## src/rtl/sprite_plotter.sv

```systemverilog
// Sprite blitter and full-screen clear engine feeding a VGA adapter.
// One pixel per clock; sprite ROM has one cycle of read latency.
module sprite_plotter #(
    parameter int X_SCREEN_PIXELS = 160,
    parameter int Y_SCREEN_PIXELS = 120,
    parameter int SPRITE_W = 16,
    parameter int SPRITE_H = 16,
    parameter int COLOUR_W = 3,
    parameter logic [COLOUR_W-1:0] TRANSPARENT = 3'b101
) (
    input  logic                clk,
    input  logic                reset,
    input  logic                start,
    input  logic                clear,
    input  logic [7:0]          x_origin,
    input  logic [6:0]          y_origin,
    input  logic [1:0]          sprite_sel,
    output logic [9:0]          rom_addr,
    input  logic [COLOUR_W-1:0] rom_data,
    output logic [7:0]          vga_x,
    output logic [6:0]          vga_y,
    output logic [COLOUR_W-1:0] vga_colour,
    output logic                vga_plot,
    output logic                busy,
    output logic                done
);
    localparam int COL_W = $clog2(SPRITE_W);
    localparam int ROW_W = $clog2(SPRITE_H);
    localparam int PIX_W = COL_W + ROW_W;
    localparam logic [8:0] X_LIM = 9'(X_SCREEN_PIXELS);
    localparam logic [7:0] Y_LIM = 8'(Y_SCREEN_PIXELS);
    localparam logic [7:0] CX_MAX = 8'(X_SCREEN_PIXELS - 1);
    localparam logic [6:0] CY_MAX = 7'(Y_SCREEN_PIXELS - 1);
    localparam logic [PIX_W-1:0] PIX_MAX = '1;

    typedef enum logic [2:0] {IDLE, FETCH, DRAW, CLEAR, DONE} state_t;

    state_t               state, state_next;
    logic [1:0]           sel_q;
    logic [7:0]           x_org;
    logic [6:0]           y_org;
    logic [PIX_W-1:0]     pix;
    logic [8:0]           px;
    logic [7:0]           py;
    logic                 p_last;
    logic [7:0]           cx;
    logic [6:0]           cy;
    logic [COLOUR_W-1:0]  colour_q;
    logic                 draw_plot;
    logic                 clear_last;

    assign rom_addr = {sel_q, pix};

    always_ff @(posedge clk) begin
        if (reset) begin
            state    <= IDLE;
            sel_q    <= '0;
            x_org    <= '0;
            y_org    <= '0;
            pix      <= '0;
            px       <= '0;
            py       <= '0;
            p_last   <= 1'b0;
            cx       <= '0;
            cy       <= '0;
            colour_q <= '0;
        end else begin
            state <= state_next;
            if (state == IDLE && start && !clear) begin
                sel_q <= sprite_sel;
                x_org <= x_origin;
                y_org <= y_origin;
                pix   <= '0;
            end
            // Coordinates of the address issued this cycle ride alongside the ROM read.
            if (state == FETCH || state == DRAW) begin
                px     <= {1'b0, x_org} + 9'(pix[COL_W-1:0]);
                py     <= {1'b0, y_org} + 8'(pix[PIX_W-1:COL_W]);
                p_last <= (pix == PIX_MAX);
                pix    <= pix + PIX_W'(1);
            end
            if (state == CLEAR) begin
                cx <= (cx == CX_MAX) ? '0 : cx + 8'd1;
                if (cx == CX_MAX)
                    cy <= (cy == CY_MAX) ? '0 : cy + 7'd1;
            end else begin
                cx <= '0;
                cy <= '0;
            end
            if (draw_plot)
                colour_q <= rom_data;
            else if (state == CLEAR)
                colour_q <= '0;
        end
    end

    always_comb begin
        state_next = state;
        draw_plot  = (state == DRAW) && (rom_data != TRANSPARENT) && (px < X_LIM) && (py < Y_LIM);
        clear_last = (cx == CX_MAX) && (cy == CY_MAX);
        vga_plot   = 1'b0;
        vga_x      = '0;
        vga_y      = '0;
        vga_colour = colour_q;
        busy       = 1'b0;
        done       = 1'b0;
        case (state)
            IDLE: begin
                if (clear)
                    state_next = CLEAR;
                else if (start)
                    state_next = FETCH;
            end
            FETCH: begin
                busy       = 1'b1;
                state_next = clear ? CLEAR : DRAW;
            end
            DRAW: begin
                busy     = 1'b1;
                vga_plot = draw_plot;
                vga_x    = px[7:0];
                vga_y    = py[6:0];
                if (draw_plot)
                    vga_colour = rom_data;
                if (clear)
                    state_next = CLEAR;
                else if (p_last)
                    state_next = DONE;
            end
            CLEAR: begin
                busy       = 1'b1;
                vga_plot   = 1'b1;
                vga_x      = cx;
                vga_y      = cy;
                vga_colour = '0;
                if (clear_last)
                    state_next = DONE;
            end
            DONE: begin
                done       = 1'b1;
                state_next = IDLE;
            end
            default: state_next = IDLE;
        endcase
    end
endmodule

```

## config.mk

```make
export PLATFORM = sky130hd
export DESIGN_NAME = sprite_plotter
export DESIGN_NICKNAME = d
export VERILOG_FILES = /design/src/rtl/sprite_plotter.sv
export SDC_FILE = /design/constraint.sdc
export NUM_CORES = 1
export LEC_CHECK = 0
export BUFFER_PORTS_ARGS = -buffer_cell sky130_fd_sc_hd__buf_2
export CAP_MARGIN = 25
export CORE_MARGIN = 10
export CORE_UTILIZATION = 37
export DETAILED_ROUTE_END_ITERATION = 8
export GPL_TIMING_DRIVEN = 0
export MAX_ROUTING_LAYER = met4
export SLEW_MARGIN = 20
export SYNTH_ARGS = -nofsm -noshare
export SYNTH_HDL_FRONTEND = slang
export SYNTH_SLANG_ARGS = --single-unit
```

## constraint.sdc

```tcl
create_clock -name clk -period 3.48 [get_ports clk]
set_input_delay 0.696 -clock clk [delete_from_list [all_inputs] [get_ports clk]]
set_output_delay 0.696 -clock clk [all_outputs]
set_load 0.05 [all_outputs]
```

-- Word-level counts from Yosys, hierarchy flattened
Cells that the tools add are included.
- register bits after elaboration: 64
- input bits: 24
- output and inout bits: 31
- word-level logic and storage cells: 64
- $add $sub $neg: 5
- order comparisons: 2
- equality and inequality tests: 11
- muxes and demuxes: 19
- bitwise gates (word level): 1
- reduce and logical (&&, ||, !) cells: 15
- operators with widths (kind ; count):
    3-bit 2-to-1 mux ; 8
    8-bit by 1-bit adder with 8-bit output, second input constant ; 2
    8-bit == test, second input constant ; 2
    8-bit 2-to-1 mux ; 2
    8-bit one-hot mux with 2 select lines ; 1
    7-bit one-hot mux with 2 select lines ; 1
    3-bit one-hot mux with 4 select lines ; 1
    8-bit by 4-bit adder with 9-bit output ; 1
    9-bit by 8-bit less-than comparator with 1-bit output, second input constant ; 1
    3-bit inequality test, second input constant ; 3
    7-bit by 4-bit adder with 8-bit output ; 1
    8-bit by 7-bit less-than comparator with 1-bit output, second input constant ; 1
    7-bit by 1-bit adder with 7-bit output, second input constant ; 1
    7-bit == test, second input constant ; 1
    7-bit 2-to-1 mux ; 1
    3-bit by 2-bit == test with 1-bit output, second input constant ; 2
    1-bit logical AND ; 6
    3-bit one-hot mux with 2 select lines ; 1
    3-bit OR reduction ; 2
    2-bit nonzero test ; 2
    3-bit by 1-bit == test with 1-bit output, second input constant ; 1
    3-bit == test, second input constant ; 1
    3-bit zero test ; 1
    1-bit 2-to-1 mux ; 3
    7 further kinds ; 7

-- Depth between registers and ports, before layout
- word-level depth: 6
- depth in mapped cells: 7

-- Worst setup path after synthesis
No wires, ideal clock.
- path type: input to output
- start: input rom_data[1]
- end: output vga_colour[0]
- data arrival time: 2.869 ns
- required time: 2.784 ns
- path slack: -0.085 ns
- stages on the path: 4
- buffers on the path: 0
- cells stage by stage: nand3b_1 > nand3_1 > nor2_1 > o311ai_0
- word-level cells in the longest chain between the ends: 6
- RTL lines (item ; RTL line ; source):
    start, declared ; 19 ; input logic [COLOUR_W-1:0] rom_data,
    3-bit inequality test ; 99 ; draw_plot = (state == DRAW) && (rom_data != TRANSPARENT) && (px < X_LIM) && (py < Y_LIM);
    1-bit logical AND (3 in a row) ; 99 ;
    3-bit 2-to-1 mux ; 123 ; if (draw_plot)
    3-bit one-hot mux with 2 select lines ; 107 ; case (state)
    end, declared ; 22 ; output logic [COLOUR_W-1:0] vga_colour,
No other way between the ends.

-- Worst setup path in the final report
- start: register state[2]
- end: output vga_x[3]
- word-level cells in the longest chain between the ends: 2
- RTL lines (item ; RTL line ; source):
    start, declared ; 38 ; state_t state, state_next;
    start signal, assigned ; 68 ; state <= state_next;
    3-bit by 2-bit == test with 1-bit output ; 107 ;
    8-bit one-hot mux with 2 select lines (*) ; 107 ;
    end, declared ; 20 ; output logic [7:0] vga_x,
Every way passes the cells marked *; elsewhere a longest branch is shown, timed or not.

==> impl_results.md <==
- Total track usage: 13.9%
- First-pass GRT wire length: 14.5 mm
- Met2 wire len: 3.83 mm
- Final number of hold-violating endpoints: 0
- Tmin final: 3.08 ns
- Leading area contributor after synthesis: dfxtp_1
- Clk slew on worst S/H paths: 0.08 ns
- Die height: 115 um
- Core Util, Final: 45.4%
- Sequential share of the synthesized area: 38.8%
- Top layer in use: met4
- Detailed placer's ending HPWL: 6.79 mm
- DP Worst Slack: 0.745 ns
- Hold buffers post-CTS: 0
- Wire per inst: 14.9 um
- RSZ-0062 raised after global routing: no
- Ports: 55
- Status: finished, final reports clean
- Fin worst setup slack: 0.401 ns
- Critical Path RT: 2.78 ns
- Commonest non-fill, non-tap cell in the layout: dfxtp_1
- Peak VDD IR: 0.257 mV
- Cell Rows: 34
- Worst skew pair latency: 0.35 ns
- Routed length on met3: 534 um
- Distinct cells, synth: 49
- ANT cells: 0
- Clk root buf: clkbuf_8
- Crit path arrival time: 2.38 ns
- Die area: 13100 um2
- Number of synthesized flops with an enable pin: 0
- Via count: 3036
- Share of cells above drive strength 1: 16.9%
- Syn avg cell area: 8.08 um2
- Critical path capture point type: output port
- Cts repair resizes: 0
- RePlAce Congestion: 0.866
- # setup viols final: 0
- WHS: 0.453 ns
- Worst Skew: 0.00841 ns
- Largest net degree at the start of global routing: 13
- Initial Util: 37.9%
- CP Launch Type: register
- Top cells by area, synth: dfxtp_1 (39%), nand2_1 (6.7%), a21oi_1 (5.8%)
- Reg2Reg Depth: 7
- Gr ovfl total: 0
- Number of max-cap violations: 0
- Worst-Margin Slew: 0.704 ns
- Leakage: 1.55 nW
- Ys async rst share: 0%
- Synthesized instance count: 409
- Clk buf depth: 2
- Worst-path fanout max: 10
- Vias in the first global route: 2945
- Area growth syn-to-layout: 19.9%
- Iter 0 DRT Violations: 107
- Placed cell areas: 3710 um2
- Final worst-path cycle share: 88.5%
- Commonest non-fill, non-tap cells in the layout: dfxtp_1 (64), buf_2 (59), nand2_1 (59)
- DRT Pass-1 Iters: 4
- CTS tree: done
- Final Power: 2.20 mW
- Post-Syn Area: 3300 um2
- Dpl cells: 571
- Final ANT Viol Nets: 0
- Pins Over Slew Limit: 0
- Final setup TNS: 0 ns
- CTS Buf Count: 9
- Min-Delay Path Class: register to register
- Die width: 115 um
- Register bit total from synthesis: 64
- Drt total wl: 8.77 mm
- Port Buffers: 54
- Initial antenna violation count: 0
- Yosys top cell area share: 38.8%
- Setup Buffers After CTS: 0
- Syn_nets: 446
- Via density: 5.17
- Prevailing post-synth register cell: dfxtp_1
- PwrDens: 555 nW/um2
- YS warnings: 0
- Post-route design area: 3960 um2
- Final non-filler cell total: 587
- M1 wire length: 4.34 mm
- Cells on Worst Hold Path: 2
- H-tree Lvls: 3
- Max_slew headroom: 52.7%
- Nets: 511
- DRC Markers: 0
- Total core area: 8720 um2
- Total clock sinks: 64
- Fmax: 325 MHz
- CP Class: register to output port
[critical path, cell delays in order, from the launching register on]
cell and delay (ns):
dfxtp_1 0.31, clkbuf_1 0.30, nand2b_1 0.22, clkbuf_1 0.44, buf_1 0.41, nor2_1 0.12, buf_2 0.23
[final cells by class]
cell class / instances / area (um2)
fill: 911 / 4760
multi-input combinational: 312 / 1890
sequential: 64 / 1280
timing repair buffer: 54 / 270
clock buffer: 10 / 138
tap: 108 / 135
clock inverter: 6 / 115
buffer: 22 / 92.6
inverter: 11 / 41.3
[cell usage after synthesis (5+ instances only)]
cell      count
a311oi_1      8
nand4_1       7
buf_2         5
o21ai_0      14
xnor2_1       9
nand3b_1      8
mux2i_1      15
inv_1        11
a21oi_1      38
nor2_1       45
clkbuf_1     15
nor3_1        5
or3_1         6
ha_1         11
xor2_1        8
dfxtp_1      64
nand3_1      20
nand2_1      59
[layer usage]
metal | vias up | track usage, %
li1 | 1574 | -
met1 | 1376 | 17.8
met2 | 76 | 20.8
met3 | 10 | 3.41
met4 | 0 | 4.51
met5 | - | -
[power breakdown]
part           leakage (nW)  switching [mW]  internal [mW]
clock                 0.123           0.314          0.499
sequential            0.519          0.0512          0.786
combinational         0.908           0.388          0.161
[registers in the layout (all words and copies together) (netlist names)]
name / count
px: 9
cx: 8
pix: 8
py: 8
x_org: 8
cy: 7
y_org: 7
colour_q: 3
state: 3
sel_q: 2
p_last: 1
[worst paths after layout]
| path | slack (ns) | end | startpoint |
|---|---|---|---|
| setup reg to reg | 1.39 | py[4] | pix[4] |
| hold reg to reg | 0.45 | px[3] | px[3] |
| setup / recovery | 0.40 | vga_x[3] | state[2] |
| hold / removal | 0.45 | px[3] | px[3] |
[cells by family (layout without fill, tap and decap cells)]
logic type      Yosys count  after routing  share of synthesized area (%)
compound gates           86             86                           16.3
xor+xnor                 17             17                           4.51
fa+ha+maj                13             13                           5.38
buf+inv                  33            103                           4.05
flops                    64             64                           38.8
mux                      15             15                           4.54
simple gates            181            181                           26.5
No activity file was read; power rests on OpenSTA's default activity.
